$ cat config.mk
export PLATFORM = sky130hd
export DESIGN_NAME = instr_sequencer
export DESIGN_NICKNAME = d
export VERILOG_FILES = /design/src/rtl/instr_sequencer.sv
export SDC_FILE = /design/constraint.sdc
export NUM_CORES = 1
export LEC_CHECK = 0
export CORE_MARGIN = 4
export CORE_UTILIZATION = 51
export CTS_CLUSTER_SIZE = 12
export DETAILED_ROUTE_END_ITERATION = 10
export HOLD_SLACK_MARGIN = 0.08
export PLACE_DENSITY_LB_ADDON = 0.25
export SETUP_SLACK_MARGIN = 0.1
export SYNTH_ARGS = -nofsm -noshare
export SYNTH_HDL_FRONTEND = slang
export SYNTH_SLANG_ARGS = --single-unit
export TNS_END_PERCENT = 20
$ cat constraint.sdc
create_clock -name clk -period 3.2 [get_ports clk]
set_clock_uncertainty 0.1 [all_clocks]
set_input_delay 0.32 -clock clk [delete_from_list [all_inputs] [get_ports clk]]
set_output_delay 0.32 -clock clk [all_outputs]
set_load 0.01 [all_outputs]
$ cat src/rtl/instr_sequencer.sv
// Multi-cycle FETCH/DECODE/EXEC/MEM sequencer for the 8-bit factorial processor; strobes are combinational from state.
// SEQ_MUL_HS_EN: mule waits on mul_done instead of the internal MUL_LAT down-counter.
module instr_sequencer #(
    parameter int unsigned MUL_LAT = 4
) (
    input  logic       clk,
    input  logic       reset,
    input  logic       start,
    input  logic [2:0] opcode,
    input  logic       gt_zero,
    input  logic       mem_ready,
`ifdef SEQ_MUL_HS_EN
    input  logic       mul_done,
`endif
    output logic [1:0] ULAOp,
    output logic       EscPC,
    output logic       PCSrc,
    output logic       EscIR,
    output logic       AddrSel,
    output logic       LerMEM,
    output logic       EscMEM,
    output logic       RegFonte,
    output logic       EscReg,
    output logic       busy,
    output logic       halted,
    output logic [7:0] instr_count
);

    typedef enum logic [2:0] {
        S_IDLE   = 3'd0,
        S_FETCH  = 3'd1,
        S_DECODE = 3'd2,
        S_EXEC   = 3'd3,
        S_MEM    = 3'd4,
        S_HALT   = 3'd5
    } state_t;

    localparam logic [2:0] OP_ADDO = 3'b000;
    localparam logic [2:0] OP_SUBO = 3'b001;
    localparam logic [2:0] OP_MULE = 3'b010;
    localparam logic [2:0] OP_GZ   = 3'b011;
    localparam logic [2:0] OP_LW   = 3'b100;
    localparam logic [2:0] OP_SW   = 3'b101;
    localparam logic [2:0] OP_NOP  = 3'b110;

    state_t     state_q, state_d;
    logic [7:0] count_q, count_d;
    logic       mul_fire;

    logic [1:0] ula_op;
    logic       esc_pc, pc_src, esc_ir, addr_sel, ler_mem, esc_mem, reg_fonte, esc_reg;

`ifdef SEQ_MUL_HS_EN
    assign mul_fire = mul_done;
`else
    logic [3:0] mcnt_q, mcnt_d;

    // Loaded on every DECODE exit so it is primed whenever EXEC is entered.
    always_comb begin
        mcnt_d = mcnt_q;
        if (state_q == S_DECODE) begin
            mcnt_d = 4'(MUL_LAT - 1);
        end else if (state_q == S_EXEC && mcnt_q != 4'd0) begin
            mcnt_d = mcnt_q - 4'd1;
        end
    end

    always_ff @(posedge clk) begin
        if (reset) begin
            mcnt_q <= 4'd0;
        end else begin
            mcnt_q <= mcnt_d;
        end
    end

    assign mul_fire = (mcnt_q == 4'd0);
`endif

    always_comb begin
        state_d   = state_q;
        count_d   = count_q;
        ula_op    = 2'b00;
        esc_pc    = 1'b0;
        pc_src    = 1'b0;
        esc_ir    = 1'b0;
        addr_sel  = 1'b0;
        ler_mem   = 1'b0;
        esc_mem   = 1'b0;
        reg_fonte = 1'b0;
        esc_reg   = 1'b0;
        unique case (state_q)
            S_IDLE: begin
                if (start) state_d = S_FETCH;
            end
            S_FETCH: begin
                ler_mem = 1'b1;
                if (mem_ready) begin
                    esc_ir  = 1'b1;
                    esc_pc  = 1'b1;
                    state_d = S_DECODE;
                end
            end
            S_DECODE: begin
                count_d = count_q + 8'd1;
                case (opcode)
                    OP_LW, OP_SW: state_d = S_MEM;
                    OP_NOP:       state_d = S_FETCH;
                    3'b111:       state_d = S_HALT;
                    default:      state_d = S_EXEC;
                endcase
            end
            S_EXEC: begin
                state_d = S_FETCH;
                case (opcode)
                    OP_ADDO: esc_reg = 1'b1;
                    OP_SUBO: begin
                        ula_op  = 2'b01;
                        esc_reg = 1'b1;
                    end
                    OP_MULE: begin
                        ula_op = 2'b10;
                        if (mul_fire) esc_reg = 1'b1;
                        else          state_d = S_EXEC;
                    end
                    OP_GZ: begin
                        ula_op = 2'b11;
                        esc_pc = gt_zero;
                        pc_src = gt_zero;
                    end
                    default: ;
                endcase
            end
            S_MEM: begin
                addr_sel = 1'b1;
                if (mem_ready) state_d = S_FETCH;
                case (opcode)
                    OP_LW: begin
                        ler_mem   = 1'b1;
                        reg_fonte = 1'b1;
                        esc_reg   = mem_ready;
                    end
                    OP_SW:   esc_mem = 1'b1;
                    default: state_d = S_FETCH;
                endcase
            end
            S_HALT: ;
            default: state_d = S_IDLE;
        endcase
    end

    always_ff @(posedge clk) begin
        if (reset) begin
            state_q <= S_IDLE;
            count_q <= 8'd0;
        end else begin
            state_q <= state_d;
            count_q <= count_d;
        end
    end

    // Every output is held low while reset is asserted, independent of the state register.
    assign ULAOp       = reset ? 2'b00 : ula_op;
    assign EscPC       = ~reset & esc_pc;
    assign PCSrc       = ~reset & pc_src;
    assign EscIR       = ~reset & esc_ir;
    assign AddrSel     = ~reset & addr_sel;
    assign LerMEM      = ~reset & ler_mem;
    assign EscMEM      = ~reset & esc_mem;
    assign RegFonte    = ~reset & reg_fonte;
    assign EscReg      = ~reset & esc_reg;
    assign busy        = ~reset & (state_q != S_IDLE) & (state_q != S_HALT);
    assign halted      = ~reset & (state_q == S_HALT);
    assign instr_count = reset ? 8'd0 : count_q;

endmodule

; After elaboration in Yosys (flattened, before gate mapping)
; Cells that the tools add are included.
[word_totals]
register_bits = 15
inputBits = 8
output_inout_bits = 20
word_cells = 75
[classes]
add_sub_neg = 2
eq_ne = 16
mux = 29
bitwise = 13
reduce_logical = 11
[ops]
columns = op, n
row1 = $eq 3x3->1 const B, 6
row2 = $pmux 3 s6, 1
row3 = $eq 3x2->1 const B, 4
row4 = $mux 2, 6
row5 = $mux 3, 4
row6 = $and 1x1->1, 11
row7 = $mux 1, 11
row8 = $pmux 3 s3, 1
row9 = $add 8x1->8 const B, 1
row10 = $mux 8, 1
row11 = $pmux 1 s2, 4
row12 = $eq 3x1->1 const B, 2
row13 = $logic_not 3->1, 2
row14 = $ne 3x3->1 const B, 2
row15 = $pmux 2 s3, 1
row16 = $reduce_or 2->1, 3
row17 = $logic_not 4->1, 1
row18 = $ne 2x2->1 const B, 2
row19 = $reduce_and 4->1, 1
row20 = $reduce_bool 4->1, 1
row21 = $sub 4x1->4 const B, 1
row22 = $reduce_bool 3->1, 1
row23 = $not 1->1, 2
row24 = $reduce_bool 2->1, 1
row25 = $logic_and 1x1->1, 1

; Longest topological paths before layout
; Gate-level depths: netlist (run 1).
[logic_depth]
ltp_word = 5
ltp_mapped = 5

; Worst setup path before layout (run 1)
; OpenSTA, ideal clock, no wires.
[synth_path]
path_type = flip-flop to output port
start = reg mcnt_q[0]
end = out EscReg
arrival_ns = 1.561
required_time_ns = 2.780
slack_ns = 1.219
stages_incl_launch_ff = 6
cell_sequence = dfxtp_1 inv_1 ha_1 or4b_1 a211o_1 a221oi_2
[synth_via]
elab_chain_len = 5
[synth_rtl]
columns = item, line
row1 = from (decl), 56  ; logic [3:0] mcnt_q, mcnt_d;
row2 = from (signal assigned), 72  ; mcnt_q <= mcnt_d;
row3 = $logic_not 4->1, 76  ; assign mul_fire = (mcnt_q == 4'd0);
row4 = $mux 1, 122  ; if (mul_fire) esc_reg = 1'b1;
row5 = $pmux 1 s2, 114  ; case (opcode)
row6 = $pmux 1 s2, 91  ; unique case (state_q)
row7 = $and 1x1->1, 170  ; assign EscReg = ~reset & esc_reg;
row8 = to (decl), 23  ; output logic EscReg,
; No other way between the ends.

; Worst setup path after layout (run 1)
; Ends and elaborated chain as after synthesis.

==> results.md, run 1 <==
* Status: finished, final reports clean
* Pleak at 0.466 nW
* Pre-CTS setup slack at 0.345 ns
* Initial antenna violation count at 0
* PnR worst setup slack at 0.308 ns
* Footprint of the multi-input gates at 696 um^2
* Die width at 53.5 um
* Syn avg cell area at 7.93 um^2
* Max Cap Violations at 0
* Routed vias/inst at 5.90
* Crit path launch type: flip-flop
* CTS Buf Count at 3
* CTS resizes at 0
* Max Clk Rate at 346 MHz
* Crit path max fanout at 5
* Clk pin slew, worst setup/hold paths at 0.09 ns
* Die Ht at 53.5 um
* CTS Root Cell: clkbuf_4
* Sink Count at 15
* Worst Path Arrival at 2.47 ns
* Setup violations, final at 0
* Total Routed Length at 2500 um
* Router iterations before antenna repair at 4
* CTS tree: yes
* Top cell type's share of synthesized area at 28.5%
* Initial Util at 53.8%
* Layout Nets at 170
* Core area at 0.00196 mm^2
* CP Capture Type: output pin
* Layout cells sized above 1 at 8.18%
* Via count at 1098
* Filler cell count at 168
* N_diodes at 0
* Synth warnings at 0
* Synth Net Count at 143
* Area delta synth->final at 29.8%
* Max-slew headroom at 52.8%
* Tot Pwr at 594 uW
* Antenna viol nets, final at 0
* Post-synth top flop: dfxtp_1
* FF+latch area at 300 um^2
* Post-synthesis cell count at 133
* CTS max path bufs at 2
* Crit Path Class: flip-flop to output pin
* Final hold viol count at 0
* Synthesized area at 0.00105 mm^2
* Area leader, netlist: dfxtp_1
* Row count at 16
* Largest net degree at the start of global routing at 22
* RSZ-0062 raised after global routing: false
* Synth top area cells: dfxtp_1, nor2b_1, nor2_1, a211oi_1, a21oi_1
* P per Cell Area at 434 mW/mm^2
* Hold path cells at 2
* IO buf count at 27
* Setup TNS at 0 ns
* Netlist cell types at 47
* Asr flop ratio synth at 0%
* Post-route DRC violation count at 0
* Count of hold-fix buffers inserted at cts at 0
* Hold crit path type: flip-flop to flip-flop
* Seq/Total Area, Yosys at 28.5%
* Grt ovf at 0
* Slew Limit Fails at 0
* H-Tree Depth at 1
* Final min period at 2.89 ns
* FF-to-FF path depth at 4
* Peak supply drop at 0.368 mV
* Yosys reg bits at 15
* EDFF count, synth at 0
* Post-DP HPWL at 1930 um
* Die area at 0.00286 mm^2
* Vias in the first global route at 1020
* Worst Path Required at 2.78 ns
* Final period util at 90.4%
* Slew @ Worst Pin at 0.706 ns
* Io pins at 28
* Post-CTS setup buffers at 0
* GRT Util Overall at 19.1%
* Clock latency on the worst-skew pair at 0.28 ns
* 1st-iter DRT viols at 13
* Wire per inst at 13.4 um
* First-pass GRT wire length at 4140 um
* Gp weighted congestion at 0.787
[where the power goes]
group / internal, mW / total, mW / switching (mW) / leakage [nW]
combinational: 0.124 / 0.256 / 0.132 / 0.327
clock: 0.0463 / 0.107 / 0.0603 / 0.0177
sequential: 0.206 / 0.232 / 0.0252 / 0.122
[routing by layer]
| layer | vias up | global-route usage [%] | share of wire (%) |
|---|---|---|---|
| li1 | 543 | - | - |
| met1 | 519 | 22.5 | 46 |
| met2 | 30 | 33.9 | 49 |
| met3 | 6 | 4.23 | 3.8 |
| met4 | 0 | 5.53 | 1.4 |
| met5 | - | 0 | 0 |
[sequential cells by signal, summed over array words and instances, names as in the netlist]
signal and flops:
count_q 8, state_q 3, mcnt_q 4
[logic make-up after synthesis]
| logic type | synth area share, % |
|---|---|
| AO/OA/AOI/OAI | 18.6 |
| XOR/XNOR | 1.66 |
| adder cells (fa/ha/maj) | 2.37 |
| buffers and inverters | 5.58 |
| flip-flops | 28.5 |
| multiplexers | 3.20 |
| AND/OR/NAND/NOR | 40.1 |
[final timing paths]
check	startpoint	slack, ns	to
max	mcnt_q[0]	0.31	EscReg
min	count_q[1]	0.40	count_q[1]
max reg2reg	state_q[0]	1.28	count_q[7]
min reg2reg	count_q[1]	0.40	count_q[1]
[cell usage after synthesis, types with 3 or more instances]
master and n:
dfxtp_1 15, nor2_1 12, nor2b_1 10, nand2_1 8, a21oi_1 7, nor3_1 6
a211oi_1 5, inv_1 5, o21ai_0 5, nand2b_1 4, or3_1 4, and2_1 3
nand3b_1 3, nor3b_1 3
[cell type report]
cell class              count  area share (%)
clock buffers               3            1.65
multi-input cells         105            50.8
inverters                   5            1.37
repair buffers             30            21.4
clock inverters             1           0.366
well taps                  27            2.47
flip-flops and latches     15            21.9
[worst max-delay path, stage by stage (launching register included)]
cell             delay [ns]
dfxtp_1                0.34
inv_1                  0.06
ha_1                   0.23
or4b_1                 0.47
a211o_1                0.32
a221oi_2               0.21
clkdlybuf4s50_1        0.57
[layout by cell type (no fill, tap or decap), types with 2 or more instances in the layout]
cell	n
clkdlybuf4s50_1	27
dfxtp_1	15
inv_1	5
nor2b_1	10
nand2b_1	4
nand3_1	2
o21ai_0	5
nor2_1	12
nor3b_1	3
xnor2_1	2
nand3b_1	3
clkbuf_4	3
a21oi_1	7
nand4bb_1	2
nor3_1	6
and2_1	3
or3_1	4
nand2_1	8
a211oi_1	5
and3_1	2
buf_4	3
mux2_2	2
ha_1	2
[metrics by stage]
step | hold slack, ns | cells | utilization (%) | cell area (um^2)
floorplan | 0.358 | 133 | - | 1050
global placement | 0.372 | 182 | 68.4 | 1340
detailed placement | 0.387 | 182 | 68.4 | 1340
CTS | 0.401 | 186 | 69.8 | 1370
global route | 0.426 | 186 | 69.8 | 1370
finish | 0.402 | 186 | 69.8 | 1370
(Power assumes the default switching activity.)
==> inputs of run 2 (changes only) <==
--- a/config.mk
+++ b/config.mk
@@ -9,6 +9,7 @@
 export CORE_UTILIZATION = 51
 export CTS_CLUSTER_SIZE = 12
 export DETAILED_ROUTE_END_ITERATION = 10
+export GPL_TIMING_DRIVEN = 0
 export HOLD_SLACK_MARGIN = 0.08
 export PLACE_DENSITY_LB_ADDON = 0.25
 export SETUP_SLACK_MARGIN = 0.1
==> run 2 against run 1 <==
First-iteration DRC count up 15%; routed wire length increased by 5.6%; cell area grew 1.2%; sequential power about the same; sequential share of layout area is 0.26 points lower; final cell count increased by 2.7%; clock power rose by 4%; register-to-register slack better by 0.10 ns; combinational power is 3% higher; clock-buffer cell count increased by 1; global-route usage rose by 2.3 points; non-clock buffer count up 5; critical path type unchanged.
==> results.md, run 2 (same netlist as run 1, synthesis figures left out) <==
* Setup violations, final at 0 (unchanged)
* Post-DP HPWL at 1980 um (was 1930 um)
* RSZ-0062 raised after global routing: false (unchanged)
* Pleak at 0.471 nW (was 0.466 nW)
* Setup TNS at 0 ns (unchanged)
* N_diodes at 0 (unchanged)
* Hold crit path type: flip-flop to flip-flop (unchanged)
* Leading cell types in the layout, fill and taps excluded: clkdlybuf4s50_1, dfxtp_1, nor2_1 (unchanged)
* Slew @ Worst Pin at 0.660 ns (was 0.706 ns)
* Core area at 0.00196 mm^2 (unchanged)
* Layout Nets at 175 (was 170)
* Post-route DRC violation count at 0 (unchanged)
* Max Cap Violations at 0 (unchanged)
* Largest net degree at the start of global routing at 11 (was 22)
* Max FFs per register at 8 (unchanged)
* Die Ht at 53.5 um (unchanged)
* Io pins at 28 (unchanged)
* CTS resizes at 0 (unchanged)
* IO buf count at 27 (unchanged)
* Sink Count at 15 (unchanged)
* Top Registers: count_q: 8 flops, mcnt_q: 4 flops, state_q: 3 flops (unchanged)
* Clock latency on the worst-skew pair at 0.28 ns (about the same)
* Initial antenna violation count at 0 (unchanged)
* Row count at 16 (unchanged)
* Area delta synth->final at 31.3% (was 29.8%)
* Via count at 1083 (was 1098)
* Final min period at 2.88 ns (was 2.89 ns)
* Count of hold-fix buffers inserted at cts at 0 (unchanged)
* Die area at 0.00286 mm^2 (unchanged)
* Crit Path Class: flip-flop to output pin (unchanged)
* Crit path launch type: flip-flop (unchanged)
* Max Clk Rate at 347 MHz (was 346 MHz)
* Slew Limit Fails at 0 (unchanged)
* Peak supply drop at 0.220 mV (was 0.368 mV)
* CTS tree: yes (unchanged)
* CTS max path bufs at 2 (unchanged)
* Commonest non-fill, non-tap cell in the layout: clkdlybuf4s50_1 (unchanged)
* CTS Buf Count at 3 (unchanged)
* First-pass GRT wire length at 4580 um (was 4140 um)
* Total Routed Length at 2640 um (was 2500 um)
* Post-CTS setup buffers at 0 (unchanged)
* Final hold viol count at 0 (unchanged)
* CTS Root Cell: clkbuf_4 (unchanged)
* Status: finished, final reports clean (unchanged)
* Worst Path Arrival at 2.46 ns (was 2.47 ns)
* Crit path max fanout at 5 (unchanged)
* Antenna viol nets, final at 0 (unchanged)
* Routed vias/inst at 5.67 (was 5.90)
* Vias in the first global route at 1052 (was 1020)
* Top reg by flops: count_q (unchanged)
* GRT Util Overall at 21.4% (was 19.1%)
* Router iterations before antenna repair at 4 (unchanged)
* Grt ovf at 0 (unchanged)
* H-Tree Depth at 1 (unchanged)
* Clk pin slew, worst setup/hold paths at 0.09 ns (about the same)
* Tot Pwr at 604 uW (was 594 uW)
* Initial Util at 53.8% (unchanged)
* Layout cells sized above 1 at 7.93% (was 8.18%)
* Die width at 53.5 um (unchanged)
* Final period util at 89.9% (was 90.4%)
* 1st-iter DRT viols at 15 (was 13)
* Worst Path Required at 2.78 ns (about the same)
* Max-slew headroom at 55.9% (was 52.8%)
* CP Capture Type: output pin (unchanged)
* Gp weighted congestion at 0.869 (was 0.787)
* P per Cell Area at 436 mW/mm^2 (was 434 mW/mm^2)
* Filler cell count at 174 (was 168)
* Wire per inst at 13.8 um (was 13.4 um)
==> run 2: changes by cell type in the layout (fill, tap and decap cells not counted), sizes merged <==
cell,change
clkbuf,+3
clkinv,-1
buf,+3
==> run 2: power by group <==
| group | switching [mW] | internal (mW) | total [mW] |
|---|---|---|---|
| Clock | 0.0630 | 0.0484 | 0.111 |
| Combinational | 0.136 | 0.127 | 0.263 |
| Sequential | 0.0231 | 0.206 | 0.229 |
==> run 2: layout make-up <==
cell class,instances,area [um^2],share of cell area [%]
timing repair buffer,27,270,19.5
multi-input combinational,105,696,50.2
tap,27,33.8,2.44
sequential,15,300,21.7
clock buffer,4,26.3,1.90
inverter,5,18.8,1.36
buffer,8,40.0,2.89
==> run 2: final timing paths <==
kind                    from  cells past startpoint  slack, ns          to
hold / removal    count_q[6]                      2       0.40  count_q[6]
setup / recovery   mcnt_q[0]                      6       0.32      EscReg
hold reg to reg   count_q[6]                      2       0.40  count_q[6]
setup reg to reg  state_q[1]                      5       1.38  count_q[7]
==> run 2: metal layers <==
layer	part of all wire [%]	up-vias	GRT usage, %
li1	-	549	-
met1	47	497	26.9
met2	48	33	36.3
met3	3.9	4	3.38
met4	0.99	0	7.66
met5	0	-	0
==> run 2: worst max-delay path, cell delays in order, from the launching register on <==
cell and delay (ns):
dfxtp_1 0.34, inv_1 0.07, ha_1 0.21, or4b_1 0.46, a211o_1 0.31, a221oi_2 0.20, clkdlybuf4s50_1 0.57
==> run 2: metrics by stage <==
stage / instances / utilization, % / setup WS, ns / hold WS, ns / instance area, um^2
final: 191 / 70.6 / 0.322 / 0.397 / 1390
after global routing: 191 / 70.6 / 0.217 / 0.439 / 1390
after CTS: 191 / 70.6 / 0.312 / 0.398 / 1390
after detailed placement: 187 / 69.3 / 0.340 / 0.387 / 1360
after global placement: 187 / 69.3 / 0.337 / 0.371 / 1360
after floorplan: 133 / - / 1.22 / 0.358 / 1050
==> inputs of run 3 (changes only) <==
--- a/config.mk
+++ b/config.mk
@@ -7,8 +7,10 @@
 export LEC_CHECK = 0
 export CORE_MARGIN = 4
 export CORE_UTILIZATION = 51
+export CTS_CLUSTER_DIAMETER = 30
 export CTS_CLUSTER_SIZE = 12
 export DETAILED_ROUTE_END_ITERATION = 10
+export GPL_ROUTABILITY_DRIVEN = 0
 export GPL_TIMING_DRIVEN = 0
 export HOLD_SLACK_MARGIN = 0.08
 export PLACE_DENSITY_LB_ADDON = 0.25
==> results of run 3 <==
No change in the layout: final DEF, timing and power equal those of run 2.
